<file path="config.mk">
export PLATFORM = sky130hd
export DESIGN_NAME = enc_iter
export DESIGN_NICKNAME = d
export VERILOG_FILES = /design/src/rtl/enc_iter.sv
export SDC_FILE = /design/constraint.sdc
export NUM_CORES = 1
export LEC_CHECK = 0
export ABC_AREA = 1
export CAP_MARGIN = 15
export CORE_MARGIN = 8
export CORE_UTILIZATION = 30
export CTS_BUF_LIST = sky130_fd_sc_hd__clkbuf_16
export DETAILED_ROUTE_END_ITERATION = 10
export PLACE_DENSITY = 0.51
export SLEW_MARGIN = 20
export SYNTH_ARGS = -nofsm -noshare
export SYNTH_HDL_FRONTEND = slang
export SYNTH_SLANG_ARGS = --single-unit
</file>
<file path="constraint.sdc">
create_clock -name clk -period 1.9 [get_ports clk]
set_input_delay 0.285 -clock clk [delete_from_list [all_inputs] [get_ports clk]]
set_output_delay 0.285 -clock clk [all_outputs]
set_load 0.1 [all_outputs]
</file>
<file path="src/rtl/enc_iter.sv">
// ---------------------------------------------------------------------------
// enc_iter -- sequential bitmap-to-binary encoder
//
// Accepts an N-bit bitmap and emits the binary index of every set bit, one
// per accepted valid/ready handshake, lowest index first. Typical use is
// draining a mask of pending requests as encoded IDs into a consumer.
//
// Optional feature macro: ENC_ITER_BACK_TO_BACK_EN
//   undefined : o_vec_rdy only in IDLE (one idle cycle between bitmaps)
//   defined   : o_vec_rdy also on the cycle the final index is consumed,
//               giving zero-bubble throughput at the cost of a
//               combinational i_idx_rdy -> o_vec_rdy path
//
// Parameters
//   N           bitmap width (N >= 2)
//   W           index width, $clog2(N) (localparam)
//
// Ports
//   clk         in   1  clock
//   rst_n       in   1  synchronous reset, active-low
//   i_vec_vld   in   1  bitmap present on i_vec
//   i_vec       in   N  bitmap to encode
//   o_vec_rdy   out  1  block can accept a bitmap this cycle
//   o_idx_vld   out  1  o_idx valid
//   o_idx       out  W  binary index of lowest remaining set bit
//   o_idx_last  out  1  o_idx is the final set bit of the current bitmap
//   i_idx_rdy   in   1  consumer accepts o_idx
//   o_busy      out  1  bitmap in progress (state SCAN)
// ---------------------------------------------------------------------------
module enc_iter #(
    parameter int N = 16
) (
    input  logic                 clk,
    input  logic                 rst_n,
    input  logic                 i_vec_vld,
    input  logic [N-1:0]         i_vec,
    output logic                 o_vec_rdy,
    output logic                 o_idx_vld,
    output logic [$clog2(N)-1:0] o_idx,
    output logic                 o_idx_last,
    input  logic                 i_idx_rdy,
    output logic                 o_busy
);

    localparam int W = $clog2(N);

    typedef enum logic {
        IDLE = 1'b0,
        SCAN = 1'b1
    } state_t;

    state_t         state_q, state_d;
    logic [N-1:0]   pend_q, pend_d;

    logic           scan;
    logic [W-1:0]   low_idx;
    logic           single;
    logic           consume;
    logic           accept;

    // Index of the lowest set bit; the descending scan lets the lowest
    // set bit overwrite any higher one. Returns 0 for an all-zero input,
    // which never reaches the output because SCAN always holds pend != 0.
    function automatic logic [W-1:0] lowest_idx(input logic [N-1:0] v);
        logic [W-1:0] idx;
        idx = '0;
        for (int i = N - 1; i >= 0; i--) begin
            if (v[i]) begin
                idx = W'(i);
            end
        end
        return idx;
    endfunction

    // Exactly one bit set: clearing the lowest set bit leaves nothing.
    function automatic logic one_bit_set(input logic [N-1:0] v);
        return (v != '0) && ((v & (v - N'(1))) == '0);
    endfunction

    function automatic logic [N-1:0] bit_mask(input logic [W-1:0] idx);
        return N'(1) << idx;
    endfunction

    // Output decode from registered state only
    assign scan       = (state_q == SCAN);
    assign low_idx    = lowest_idx(pend_q);
    assign single     = one_bit_set(pend_q);

    assign o_idx_vld  = scan;
    assign o_idx      = low_idx;
    assign o_idx_last = scan & single;
    assign o_busy     = scan;

`ifdef ENC_ITER_BACK_TO_BACK_EN
    assign o_vec_rdy  = (state_q == IDLE) | (scan & single & i_idx_rdy);
`else
    assign o_vec_rdy  = (state_q == IDLE);
`endif

    assign consume    = o_idx_vld & i_idx_rdy;
    assign accept     = i_vec_vld & o_vec_rdy;

    // Next-state: consumption first, a new accept overrides it. In the
    // back-to-back build both can happen on one edge; the new bitmap
    // then replaces the (now empty) pending set.
    always_comb begin
        state_d = state_q;
        pend_d  = pend_q;

        if (consume) begin
            pend_d = pend_q & ~bit_mask(low_idx);
            if (single) begin
                state_d = IDLE;
            end
        end

        if (accept) begin
            pend_d  = i_vec;
            state_d = (i_vec != '0) ? SCAN : IDLE;
        end
    end

    // State register
    always_ff @(posedge clk) begin
        if (!rst_n) begin
            state_q <= IDLE;
            pend_q  <= '0;
        end else begin
            state_q <= state_d;
            pend_q  <= pend_d;
        end
    end

endmodule

</file>
======== After elaboration in Yosys (flattened, before gate mapping) ========
Index checks and enable logic that the tools add are counted.
operators by class
  equal/unequal tests ..................... 0
  reductions and logical operators ........ 7
  shift operators ......................... 1
  divide/modulo/power cells ............... 0
  add/subtract/negate cells ............... 1
  magnitude comparators ................... 0
  $mul .................................... 0
  bitwise logic cells ..................... 7
  mux-type cells .......................... 22
operators with widths
  kind                     count
  $mux W4                  16
  $and A16 B16 Y16         2
  $mux W16                 2
  $reduce_bool A16 Y1      2
  $logic_not A16 Y1        1
  $not A16 Y16             1
  $shl A1 B4 Y16 const A   1
  $sub A16 B1 Y16 const B  1
  $mux W1                  4
  $reduce_bool A2 Y1       2
  $and A1 B1 Y1            3
  $reduce_and A2 Y1        1
  $logic_and A1 B1 Y1      1
  $not A1 Y1               1
storage, ports and cells
  bits of input ports ..................... 20
  memories kept ........................... 0
  latch bits .............................. 0
  bits in writable memories ............... 0
  output and inout port bits .............. 8
  word-level logic and storage cells ...... 40
  flip-flop bits (word level) ............. 17
  memory bits (read-only) ................. 0

======== Logic depth before layout (Yosys ltp) ========
Gate-level depths: netlist of run 1.
  word-level depth ........................ 21
  mapped depth ............................ 14
  gate-level depth less buffers ........... 14

======== Least setup slack after synthesis of run 1 ========
No wires, ideal clock.
  path type ............................... register to output
  from .................................... register state_q (netlist: o_busy)
  to ...................................... output port o_idx_last
  buffers on the path ..................... 0
  arrival ................................. 3174 ps
  stages on the path, launching flop included .. 3
  data required time ...................... 1615 ps
  slack ................................... -1559 ps
  path through ............................ dfxtp_1 inv_1 nor2_1
on the way
  cells in the longest elaborated chain, start to end .. 1
ends and longest elaborated chain
  element                 RTL line  RTL
  start, declared         52        state_t state_q, state_d;
  start signal, assigned  129       state_q <= state_d;
  $and A1 B1 Y1           91        assign o_idx_last = scan & single;
  end, declared           40        output logic o_idx_last,
No other way between the ends.

======== Final worst setup path of run 1 ========
  from .................................... register pend_q[1]
  to ...................................... output port o_idx_last
on the way
  cells in the longest elaborated chain, start to end .. 5
  elaborated cells on any way between the ends .. 6
  classes of those cells .................. add/sub: 1; bitwise: 2; reduce/logical: 3
ends and longest elaborated chain
  element                  RTL line  RTL
  start, declared          53        logic [N-1:0] pend_q, pend_d;
  start signal, assigned   130       pend_q <= pend_d;
  $sub A16 B1 Y16          77        return (v != '0) && ((v & (v - N'(1))) == '0);
  $and A16 B16 Y16         77
  $logic_not A16 Y1        77
  $logic_and A1 B1 Y1 (*)  77
  $and A1 B1 Y1 (*)        91
Mark *: on every way between the ends. The rest lies on a longest branch, timed or not.

==> metrics.txt, run 1 <==
initial antenna violation count 0; final hold violation count 0; DR pass1 iterations 4; most frequent cells in the layout 71 x nand2_1, 20 x buf_4, 19 x clkdlybuf4s50_1, 18 x inv_1, 15 x nor2_1; failing checks negative setup slack; Static Leak 0.8268 nW; Synth top area share 27.01%; Placer Congestion 0.8737; peak supply drop 0.4234 mV; arrival time of the worst setup path roughly 1.8 ns; most common cell after layout, fill and taps aside nand2_1; Core ar. 0.004029 mm^2; Period Utilization, post-route 109.6%; Clock Sinks 17; number of port buffers 27; class of the worst hold path reg2reg; Hold Buf Count CTS 0; top sig layer met4; Slew Limit Fails 0; Post-DP HPWL 3289 um; Pwr Density 871.0 mW/mm^2; final instance area 0.001958 mm^2; Area Growth Syn to Fin 55.41%; Sw Ratio between 40% and 50%; sequential share of the synthesized area 27.01%; drt first-iter violations slightly below 60; Max FO, Critical Path 5; Synth Warn # 0; Max Freq ~480 MHz; max-cap violations 0; Cell Int Power 0.9841 mW; Comb pwr share 50.2%; Psw 0.7215 mW; Worst EP required between 1.5 and 2 ns; WL final approximately 4100 um; Crit. End Element primary output; Synth area leader dfxtp_1; clock power share between 20% and 30%; setup ws final -0.1831 ns; post-layout min period 2.083 ns; vias in the first global route approximately 1,500; post-layout util 48.60%; die height 80.81 um; Tightest Pin Transition 0.5144 ns; clk_lat worst skew ~0.25 ns; routed length on met3 182 um; drc violations 0; kind of critical path reg2out; RSZ-0062 raised after global routing true; Initial Utilization 31.27%; I/O pin cnt 28; Die X 80.81 um; Clock Skew between 0.002 and 0.0025 ns; first-pass GRT wire length 6969 um; Routed met1 length 1977 um; total grt overflow 0; row cnt 23; Via density between 4 and 5; Placed Instance Area 0.001813 mm^2; # diodes 0; Slew headroom 65.67%; Max H-tree Level 1; GRT Total Usage between 10% and 20%; mean post-synth cell area 5.943 um^2; Reg power frac 25.3%; Cells after Synth between 200 and 250; largest net degree at the start of global routing 17; syn nets between 200 and 250; Startpoint Class flop; Final Setup Violations 2; CTS Buf Count 3; Routed Antenna Nets 0; DR WL/cell 13.59 um; synth top area cells dfxtp_1 27%, nand2_1 23%, a31oi_1 7.0%, inv_1 6.3%, nor2_1 6.0%; die area 0.006529 mm^2; clock-pin transition on the worst setup and hold timing paths approximately 0.050 ns; layout net count about 280; met2 routed WL 1966 um; clk buf depth 2; TritonCTS clock tree built; count of cell types in the netlist 25; CTS root buffer clkbuf_16; layout cells sized above 1 30.59%; Mapped Area 0.001260 mm^2; via count 1,512; Synth Register Bits 17; status finished with violations
[cells in the mapped netlist]
library cell	count
a211oi_1	1
a21boi_1	1
a21oi_1	6
a31oi_1	14
buf_2	3
buf_4	1
clkbuf_1	3
clkinv_1	1
dfxtp_1	17
inv_1	21
inv_2	1
nand2_1	76
nand2_2	1
nand2_4	2
nand3_1	11
nand4_1	11
nor2_1	20
nor2_2	7
nor2_4	4
nor3_1	2
nor4_1	4
o211ai_1	1
o21ai_0	1
o21ai_1	2
o31ai_1	1
[per-stage QoR]
| stage | setup TNS, ns | instances | setup slack [ns] | total power [mW] | hold slack (ns) |
|---|---|---|---|---|---|
| floorplan | -1.061 | 212 | -0.1542 | 0.9837 | 0.3826 |
| global placement | 0 | 300 | 0.02775 | 1.269 | 0.5134 |
| detailed placement | 0 | 300 | 0.02823 | 1.265 | 0.5122 |
| CTS | -0.2819 | 305 | -0.1788 | 1.706 | 0.5109 |
| global route | -0.4525 | 305 | -0.2577 | 1.793 | 0.5174 |
| finish | -0.2483 | 305 | -0.1831 | 1.706 | 0.5120 |
[cells by family after synthesis]
family                 after synthesis  synth area share, %
buffers and inverters               30                9.533
flip-flops                          17                27.01
AO/OA/AOI/OAI                       27                12.91
AND/OR/NAND/NOR                    138                50.55
[critical path: stages (launching register included)]
cell	delay (ns)
dfxtp_1	0.34
nor2_4	0.19
nand2_4	0.11
nor2_4	0.14
nor2_2	0.07
nor2_2	0.09
nand2_1	0.06
nor2_2	0.15
nand3_2	0.10
nor2_4	0.11
buf_12	0.18
[path summary, 6_finish.rpt]
kind	startpoint	end	slack (ns)	cells after the start
worst max register to register	pend_q[1]	o_busy	0.38	10
worst max-delay path	pend_q[1]	o_idx_last	-0.18	10
worst min register to register	pend_q[2]	pend_q[2]	0.51	2
worst min-delay path	pend_q[2]	pend_q[2]	0.51	2
[cell type report]
cell class | instances | area [um^2]
Sequential cell | 17 | 362.8
Tap cell | 50 | 62.56
Clock buffer | 3 | 75.07
Fill cell | 429 | 2071
Timing Repair Buffer | 46 | 471.7
Clock inverter | 1 | 3.754
Inverter | 23 | 90.09
Multi-Input combinational cell | 165 | 892.1
[flip-flops by register name (all words and copies together) (netlist names)]
| register | count |
|---|---|
| pend_q | 16 |
| o_busy | 1 |
[what timing repair did]
| action | in CTS | in global routing |
|---|---|---|
| setup buffers | 1 | 0 |
| resized for setup | 13 | 13 |
| pin swaps | 5 | 7 |
| setup endpoints to repair | 2 | 2 |
[per-layer routing]
metal | global-route usage (%) | vias to the layer above
li1 | - | 789
met1 | 17.29 | 689
met2 | 21.97 | 32
met3 | 2.539 | 2
met4 | 4.643 | 0
met5 | 0 | -
[power by group through the flow]
stage / clock [mW] / combinational (mW) / sequential [mW]
6_report: 0.418 / 0.857 / 0.431
5_1_grt: 0.443 / 0.916 / 0.434
4_1_cts: 0.428 / 0.853 / 0.425
3_5_place_dp: 0 / 0.834 / 0.431
3_3_place_gp: 0 / 0.838 / 0.431
2_1_floorplan: 0 / 0.544 / 0.439
No activity file was read; power rests on OpenSTA's default activity.
==> run 2: changes to the inputs <==
SKIP_CTS_REPAIR_TIMING = 1   (was default)
==> run 2 against run 1 <==
- the run still ends with negative setup slack left
- register-to-register slack about the same
- clock skew grew 0.00059 ns
- combinational power up 3.0%
- cell area up 1.7%
- critical path depth did not move
- sequential share of layout area decreased by 0.55 points
- total power up 1.4%
- maximum frequency decreased by 2.1%
==> metrics.txt, run 2 (synthesis gave the netlist of run 1 again) <==
Routed Antenna Nets 0 (unchanged); Filler cells 437 (+1.9%); GRT Total Usage 13.34% (-0.11 points); largest net degree at the start of global routing 17 (unchanged); DR WL/cell 13.57 um (-0.18%); CTS Buf Count 3 (unchanged); layout net count 280 (+1.4%); Static Leak 0.8502 nW (+2.8%); global-route track usage on met3 2.539% (unchanged); die height 80.81 um (unchanged); grt met1 use 17.22% (-0.064 points); Via density 4.974 (+0.34%); layout cells sized above 1 30.89% (+0.30 points); Reg power frac 24.8% (-0.5 points); final hold violation count 0 (unchanged); max-cap violations 0 (unchanged); setup ws final -0.2270 ns (-0.04384 ns); busiest layer in global routing met2; Max FO, Critical Path 5 (unchanged); RSZ-0062 raised after global routing true; final cell count without fillers 309 (+1.3%); Area Growth Syn to Fin 57.99%; TritonCTS clock tree built; Crit. End Element primary output; Initial Utilization 31.27% (unchanged); WL final 4192 um (+1.1%); multi-input gate area in the final layout 899.6 um^2 (+0.84%); failing checks negative setup slack; kind of critical path reg2out; CTS root buffer clkbuf_16; post-layout util 49.41% (+0.81 points); Psw 0.7281 mW (+0.91%); Post-DP HPWL 3289 um (unchanged); Biggest register pend_q; Core ar. 0.004029 mm^2 (unchanged); status finished with violations; Cell Int Power 1.002 mW (+1.8%); die area 0.006529 mm^2 (unchanged); Comb pwr share 51.1% (+0.9 points); first-pass GRT wire length 6893 um (-1.1%); vias in the first global route 1,502 (-0.86%); class of the worst hold path reg2reg; row cnt 23 (unchanged); Sw Ratio 42.09% (-0.21 points); drt first-iter violations 63 (+8.6%); clock power share 24.2% (-0.3 points); dpl cells 300 (unchanged); Worst EP required 1.62 ns (about the same); drc violations 0 (unchanged); Tightest Pin Transition 0.5457 ns (+0.03130 ns); I/O pin cnt 28 (unchanged); M2 GR Usage 21.81% (-0.16 points); PnR Total Power 1.730 mW (+1.4%); Final Setup Violations 2 (unchanged); Largest register FFs 16 (unchanged); Max H-tree Level 1 (unchanged); total grt overflow 0 (unchanged); Period Utilization, post-route 111.9% (+2.3 points); Max Freq 470.2 MHz (-2.1%); clock-pin transition on the worst setup and hold timing paths 0.05 ns (about the same); clk_lat worst skew 0.25 ns (about the same); arrival time of the worst setup path 1.84 ns (+0.04 ns); peak supply drop 0.4300 mV (+1.6%); Pwr Density 868.9 mW/mm^2 (-0.25%); # diodes 0 (unchanged); post-layout min period 2.127 ns (+0.04384 ns); Setup TNS Final -0.3029 ns (-0.05464 ns); most common cell after layout, fill and taps aside nand2_1; Clock Skew 0.002733 ns (+0.0005911 ns); DR pass1 iterations 4 (unchanged); Die X 80.81 um (unchanged); most frequent cells in the layout 70 x nand2_1, 24 x buf_4, 19 x clkdlybuf4s50_1, 18 x inv_1, 15 x nor2_1; Slew Limit Fails 0 (unchanged); clk buf depth 2 (unchanged); initial antenna violation count 0 (unchanged); Slew headroom 63.58% (-2.1 points); via count 1,537 (+1.7%); register area 357.8 um^2 (-1.4%); Clock Sinks 17 (unchanged); Placer Congestion 0.8737 (unchanged); Startpoint Class flop; number of port buffers 27 (unchanged)
==> run 2: per-stage QoR <==
step | cell area (um^2) | setup WS [ns] | hold WS, ns
floorplan | 1338 | -0.1542 | 0.3826
global placement | 1813 | 0.02775 | 0.5134
detailed placement | 1813 | 0.02823 | 0.5122
CTS | 1892 | -0.2438 | 0.5196
global route | 1991 | -0.3234 | 0.5174
finish | 1991 | -0.2270 | 0.5219
==> run 2: worst max-delay path: stages (launching register included) <==
cell,delay (ns)
dfxtp_2,0.33
nor2_4,0.20
nand2_4,0.11
nor2_4,0.17
nand2_2,0.08
nand2_2,0.06
nand3_2,0.09
nor2_4,0.13
nand3_2,0.10
nor2_4,0.13
buf_12,0.18
==> run 2: power by group through the flow <==
stage,clock network (mW),registers (mW),logic (mW)
final,0.418,0.428,0.883
after global routing,0.443,0.432,0.944
after CTS,0.428,0.423,0.838
after detailed placement,0,0.431,0.834
after global placement,0,0.431,0.838
after floorplan,0,0.439,0.544
==> run 2: path summary, 6_finish.rpt <==
check | start | endpoint | slack (ns) | cells past startpoint
min | pend_q[15] | pend_q[15] | 0.52 | 2
max reg2reg | pend_q[1] | o_busy | 0.37 | 10
min reg2reg | pend_q[15] | pend_q[15] | 0.52 | 2
max | pend_q[1] | o_idx_last | -0.23 | 10
==> run 2: cell type report <==
type	instances	share of cell area (%)
clock inverter	1	0.1886
inverter	23	4.525
multi-input combinational	165	45.19
clock buffer	3	3.771
sequential	17	17.98
timing repair buffer	50	25.20
tap	50	3.143
==> run 2: metal layers <==
layer / wire, um / up-vias
met2: 1986 / 38
li1: - / 796
met1: 1971 / 699
met5: 0 / -
met4: 27 / 0
met3: 207 / 4
==> run 3: changes to the inputs <==
RECOVER_POWER = 50   (was default)
==> run 3 against run 2 <==
- the run still ends with negative setup slack left
- combinational power shrank 1%
- cell area shrank 0.94%
- sequential power is essentially flat
- first-iteration DRC count shrank 4.8%
- highest routed layer unchanged
- via count grew 0.39%
- clock skew is essentially flat
- cell count is the same
- worst setup slack lost 0.0034 ns
- core utilization shrank 0.47 points
==> metrics.txt, run 3 (synthesis gave the netlist of run 1 again) <==
most common cell after layout, fill and taps aside nand2_1; DR pass1 iterations 4 (unchanged); CTS root buffer clkbuf_16; clock-pin transition on the worst setup and hold timing paths 0.05 ns (about the same); final hold violation count 0 (unchanged); PnR Total Power 1.721 mW (-0.48%); clock power share 24.4% (+0.2 points); DR WL/cell 13.55 um (-0.12%); die height 80.81 um (unchanged); Crit. End Element primary output; Initial Utilization 31.27% (unchanged); kind of critical path reg2out; post-layout min period 2.130 ns (+0.003359 ns); worst hold margin 0.5120 ns (-0.009907 ns); I/O pin cnt 28 (unchanged); initial antenna violation count 0 (unchanged); failing checks negative setup slack; Period Utilization, post-route 112.1% (+0.18 points); arrival time of the worst setup path 1.85 ns (about the same); number of port buffers 27 (unchanged); clk buf depth 2 (unchanged); class of the worst hold path reg2reg; post-layout util 48.94% (-0.47 points); Clock Skew 0.002289 ns (-0.0004441 ns); peak supply drop 0.4298 mV (about the same); Comb pwr share 50.7% (-0.4 points); Slew headroom 64.26% (+0.68 points); row cnt 23 (unchanged); Final Setup Violations 2 (unchanged); drt first-iter violations 60 (-4.8%); Filler cells 445 (+1.8%); Worst EP required 1.62 ns (about the same); Die X 80.81 um (unchanged); CTS Buf Count 3 (unchanged); WL final 4187 um (-0.12%); Max Freq 469.4 MHz (-0.16%); Biggest register pend_q; total grt overflow 0 (unchanged); drc violations 0 (unchanged); Max H-tree Level 1 (unchanged); Placer Congestion 0.8737 (unchanged); Slew Limit Fails 0 (unchanged); setup ws final -0.2303 ns (-0.003359 ns); worst path cell trace nor2_4, nand2_4, nor2_4, nand2_2, nand2_2, nand3_2, nor2_4, nand3_2, nor2_4, buf_12; Core ar. 0.004029 mm^2 (unchanged); RSZ-0062 raised after global routing true; clk_lat worst skew 0.25 ns (about the same); vias in the first global route 1,502 (unchanged); CP max stage delay 0.33 ns (about the same); Cell Int Power 0.9944 mW (-0.71%); Psw 0.7268 mW (-0.18%); via count 1,543 (+0.39%); max-cap violations 0 (unchanged); Via density 4.994 (+0.39%); Tightest Pin Transition 0.5355 ns (-0.01013 ns); Largest register FFs 16 (unchanged); CP top delay family simple AND/OR/NAND/NOR gates; Reg power frac 24.9% (about the same); Place WS 0.02823 ns (unchanged); die area 0.006529 mm^2 (unchanged); Startpoint Class flop; final instance area 0.001972 mm^2 (-0.94%); Routed Antenna Nets 0 (unchanged); first-pass GRT wire length 6893 um (unchanged); Sw Ratio 42.23% (+0.13 points); largest net degree at the start of global routing 17 (unchanged); Post-DP HPWL 3289 um (unchanged); Pwr Density 872.9 mW/mm^2 (+0.46%); layout cells sized above 1 28.96% (-1.9 points); TritonCTS clock tree built; GRT Total Usage 13.34% (unchanged); # diodes 0 (unchanged); layout net count 280 (unchanged); Clock Sinks 17 (unchanged); Worst path most repeated cell nor2_4; Buf/Inv on CP 1 (unchanged); most frequent cells in the layout 70 x nand2_1, 21 x buf_4, 19 x inv_1, 19 x clkdlybuf4s50_1, 16 x nor2_1; Area Growth Syn to Fin 56.50%; Max FO, Critical Path 5 (unchanged); Worst path slowest cell dfxtp_2; Static Leak 0.8387 nW (-1.4%); Placed Instance Area 0.001813 mm^2 (unchanged); status finished with violations
run 3: cell types whose count changed in the layout (fill, tap and decap cells not counted), sizes merged:
cell	before	now
buf	31	28
clkbuf	3	6
run 3: per-layer routing:
metal	vias to the layer above	global-route usage, %	routed length, um
met5	-	0	0
met4	0	4.286	27
met3	4	2.539	231
met2	44	21.81	1972
met1	699	17.22	1955
li1	796	-	-
run 3: tightest hold or removal path, stage by stage (launching register included):
cell and delay, ns:
dfxtp_2 0.34, nand2_1 0.06, a31oi_1 0.06
run 3: worst paths after layout:
| check | from | endpoint | slack, ns | depth (start not counted) |
|---|---|---|---|---|
| worst max-delay path | pend_q[1] | o_idx_last | -0.23 | 10 |
| worst min-delay path | pend_q[15] | pend_q[15] | 0.51 | 2 |
| worst max register to register | o_busy | pend_q[10] | 0.19 | 7 |
| worst min register to register | pend_q[15] | pend_q[15] | 0.51 | 2 |
run 3: layout make-up:
class | instances | area [um^2] | area share [%]
Sequential cell | 17 | 357.8 | 18.15
Clock buffer | 3 | 75.07 | 3.807
Inverter | 23 | 90.09 | 4.569
Multi-Input combinational cell | 165 | 892.1 | 45.24
Timing Repair Buffer | 50 | 490.5 | 24.87
Clock inverter | 1 | 3.754 | 0.1904
Tap cell | 50 | 62.56 | 3.173
run 3: stage by stage:
| step | TNS [ns] | std cells |
|---|---|---|
| after floorplan | -1.061 | 212 |
| after global placement | 0 | 300 |
| after detailed placement | 0 | 300 |
| after CTS | -0.3975 | 304 |
| after global routing | -0.5668 | 309 |
| final | -0.3081 | 309 |
run 3: power groups by stage:
| stage | sequential, mW | clock [mW] | combinational (mW) |
|---|---|---|---|
| 6_report | 0.428 | 0.419 | 0.873 |
| 5_1_grt | 0.432 | 0.443 | 0.935 |
| 4_1_cts | 0.423 | 0.428 | 0.838 |
| 3_5_place_dp | 0.431 | 0 | 0.834 |
| 3_3_place_gp | 0.431 | 0 | 0.838 |
| 2_1_floorplan | 0.439 | 0 | 0.544 |
==> patch (flow settings as in run 3) <==
Set the parameter `N` to 32 (it was 16).
--- a/src/rtl/enc_iter.sv
+++ b/src/rtl/enc_iter.sv
@@ -28,7 +28,7 @@
 //   o_busy      out  1  bitmap in progress (state SCAN)
 // ---------------------------------------------------------------------------
 module enc_iter #(
-    parameter int N = 16
+    parameter int N = 32
 ) (
     input  logic                 clk,
     input  logic                 rst_n,
Interface: changed (resized i_vec and o_idx); port bits go from 28 to 45. No check against the original RTL was run, so the function may have changed too.
==> patch against run 3 <==
  * The flow still finishes with violations (setup timing)
  * Die area grew 65%
  * Cell area increased by 110%
  * Sequential cell count rose by 16
  * Critical path type unchanged
  * Setup slack got worse by 1.0 ns
  * Wire length up 110%
  * Sequential power rose by 82%
  * Clock skew increased by 0.0043 ns
  * Synthesized area increased by 84%
  * Total power up 84%
  * Register-to-register slack got worse by 0.93 ns
==> patch: results (changes against run 3) <==
| Metric | Value |
|---|---|
| Cell area after placement | 3820 um^2 (+110%) |
| R2r worst-path depth | 21 (+14) |
| Yosys warns | 0 (unchanged) |
| Ys async rst share | 0 (unchanged) |
| WL/cell | 13.7 um (+1.1%) |
| Clock latency on the worst-skew pair | 0.28 ns (+0.03 ns) |
| GRT Overall Usage | 0.158 (+0.0242) |
| DRT Pass-1 Iters | 4 (unchanged) |
| Total Negative Setup Slacks | -5.37 ns (-5.06 ns) |
| Final nets | 568 (+100%) |
| Seq/Total Area, Yosys | 0.285 (+0.0153) |
| Reg2reg end | o_busy |
| Reg-to-reg startpoint | pend_q[0] |
| DR vias | 3062 (+98%) |
| Number of flip-flops in the largest register | 32 (+16) |
| Synth Area in XOR/XNOR | 0 (unchanged) |
| PortBufs | 44 (+63%) |
| Syn_nets | 420 (+81%) |
| Synth top cells by count | nand2_1 (125), inv_1 (48), a31oi_1 (34), dfxtp_1 (33), nor2_1 (33) |
| Failing checks | setup timing |
| Clock buffer count from CTS | 5 (+2) |
| Post-synthesis compound-gate area fraction | 0.164 (+0.0347) |
| Final setup fails | 17 (+15) |
| Clock H-tree levels | 2 (+1) |
| Dpl ws | -0.974 ns (-1.00 ns) |
| Drt first-iter violations | 112 (+87%) |
| Post-Synth Adder-Cell Area | 0 (unchanged) |
| Largest net degree at the start of global routing | 33 (+16) |
| Final WS setup | -1.27 ns (-1.03 ns) |
| Reg2reg setup slack | -0.74 ns (-0.93 ns) |
| CP endpoint | o_idx_last |
| Fill cell count | 762 (+71%) |
| Final HPWL DP | 6500 um (+98%) |
| Max FO, Critical Path | 4 (-1) |
| Leak | 1.85 nW (+120%) |
| Final GP Congestion | 0.880 (+0.71%) |
| Worst VDD drop | 0.389 mV (-9.5%) |
| Status | finished with violations |
| Initial antenna violation count | 0 (unchanged) |
| Clock skew | 0.00658 ns (+0.00429 ns) |
| Slew margin rel. | 0.639 (-0.00356) |
| Biggest register | pend_q |
| Synth cell types | 31 (+24%) |
| Top cells by area, synth | dfxtp_1 (29%), nand2_1 (20%), a31oi_1 (9.2%) |
| Mux cell area share after synthesis | 0 (unchanged) |
| Crit path DAT | 2.88 ns (+1.03 ns) |
| Crit path max-delay cell type | dfxtp_4 |
patch: kinds of logic after synthesis:
| logic type | count (synthesis) |
|---|---|
| AO/OA/AOI/OAI | 61 |
| buffers and inverters | 70 |
| flip-flops | 33 |
| AND/OR/NAND/NOR | 220 |
patch: worst min-delay path by stage:
stage              start   endpoint  slack, ns  cells after the start
4_1_cts        pend_q[3]  pend_q[3]       0.49                      2
3_3_place_gp   pend_q[3]  pend_q[3]       0.47                      2
2_1_floorplan      rst_n  pend_q[1]       0.38                      2
6_report       pend_q[3]  pend_q[3]       0.50                      2
5_1_grt        pend_q[3]  pend_q[3]       0.51                      2
3_5_place_dp   pend_q[3]  pend_q[3]       0.48                      2
patch: per-stage QoR:
step                power (mW)  instances
floorplan                 1.61        384
CTS                       3.03        626
finish                    3.17        635
global route              3.33        635
global placement          2.24        618
detailed placement        2.25        618
patch: final cells by class:
cell class / count / area (um^2) / area share
multi-input cells: 281 / 1690 / 0.400
repair buffers: 157 / 1380 / 0.328
flip-flops and latches: 33 / 672 / 0.159
inverters: 54 / 209 / 0.0496
well taps: 102 / 128 / 0.0303
clock buffers: 5 / 125 / 0.0297
clock inverters: 3 / 11.3 / 0.00267
patch: layer usage:
metal | vias up | track usage | share of wire
met5 | - | 0 | 0
met1 | 1418 | 0.208 | 0.47
met4 | 0 | 0.0310 | 0.0090
met2 | 53 | 0.263 | 0.49
met3 | 7 | 0.0279 | 0.039
li1 | 1584 | - | -
patch: power by group:
part	internal (mW)	switching, mW
logic	0.699	0.918
registers	0.746	0.0326
clock network	0.471	0.299
total	1.92	1.25
patch: worst reg2reg max path, delay by kind of cell, from the launching register on:
kind | cells | cell delay [ns]
buffers and inverters | 7 | 0.47
AND/OR/NAND/NOR | 11 | 1.33
flip-flops | 1 | 0.34
AO/OA/AOI/OAI | 3 | 0.38
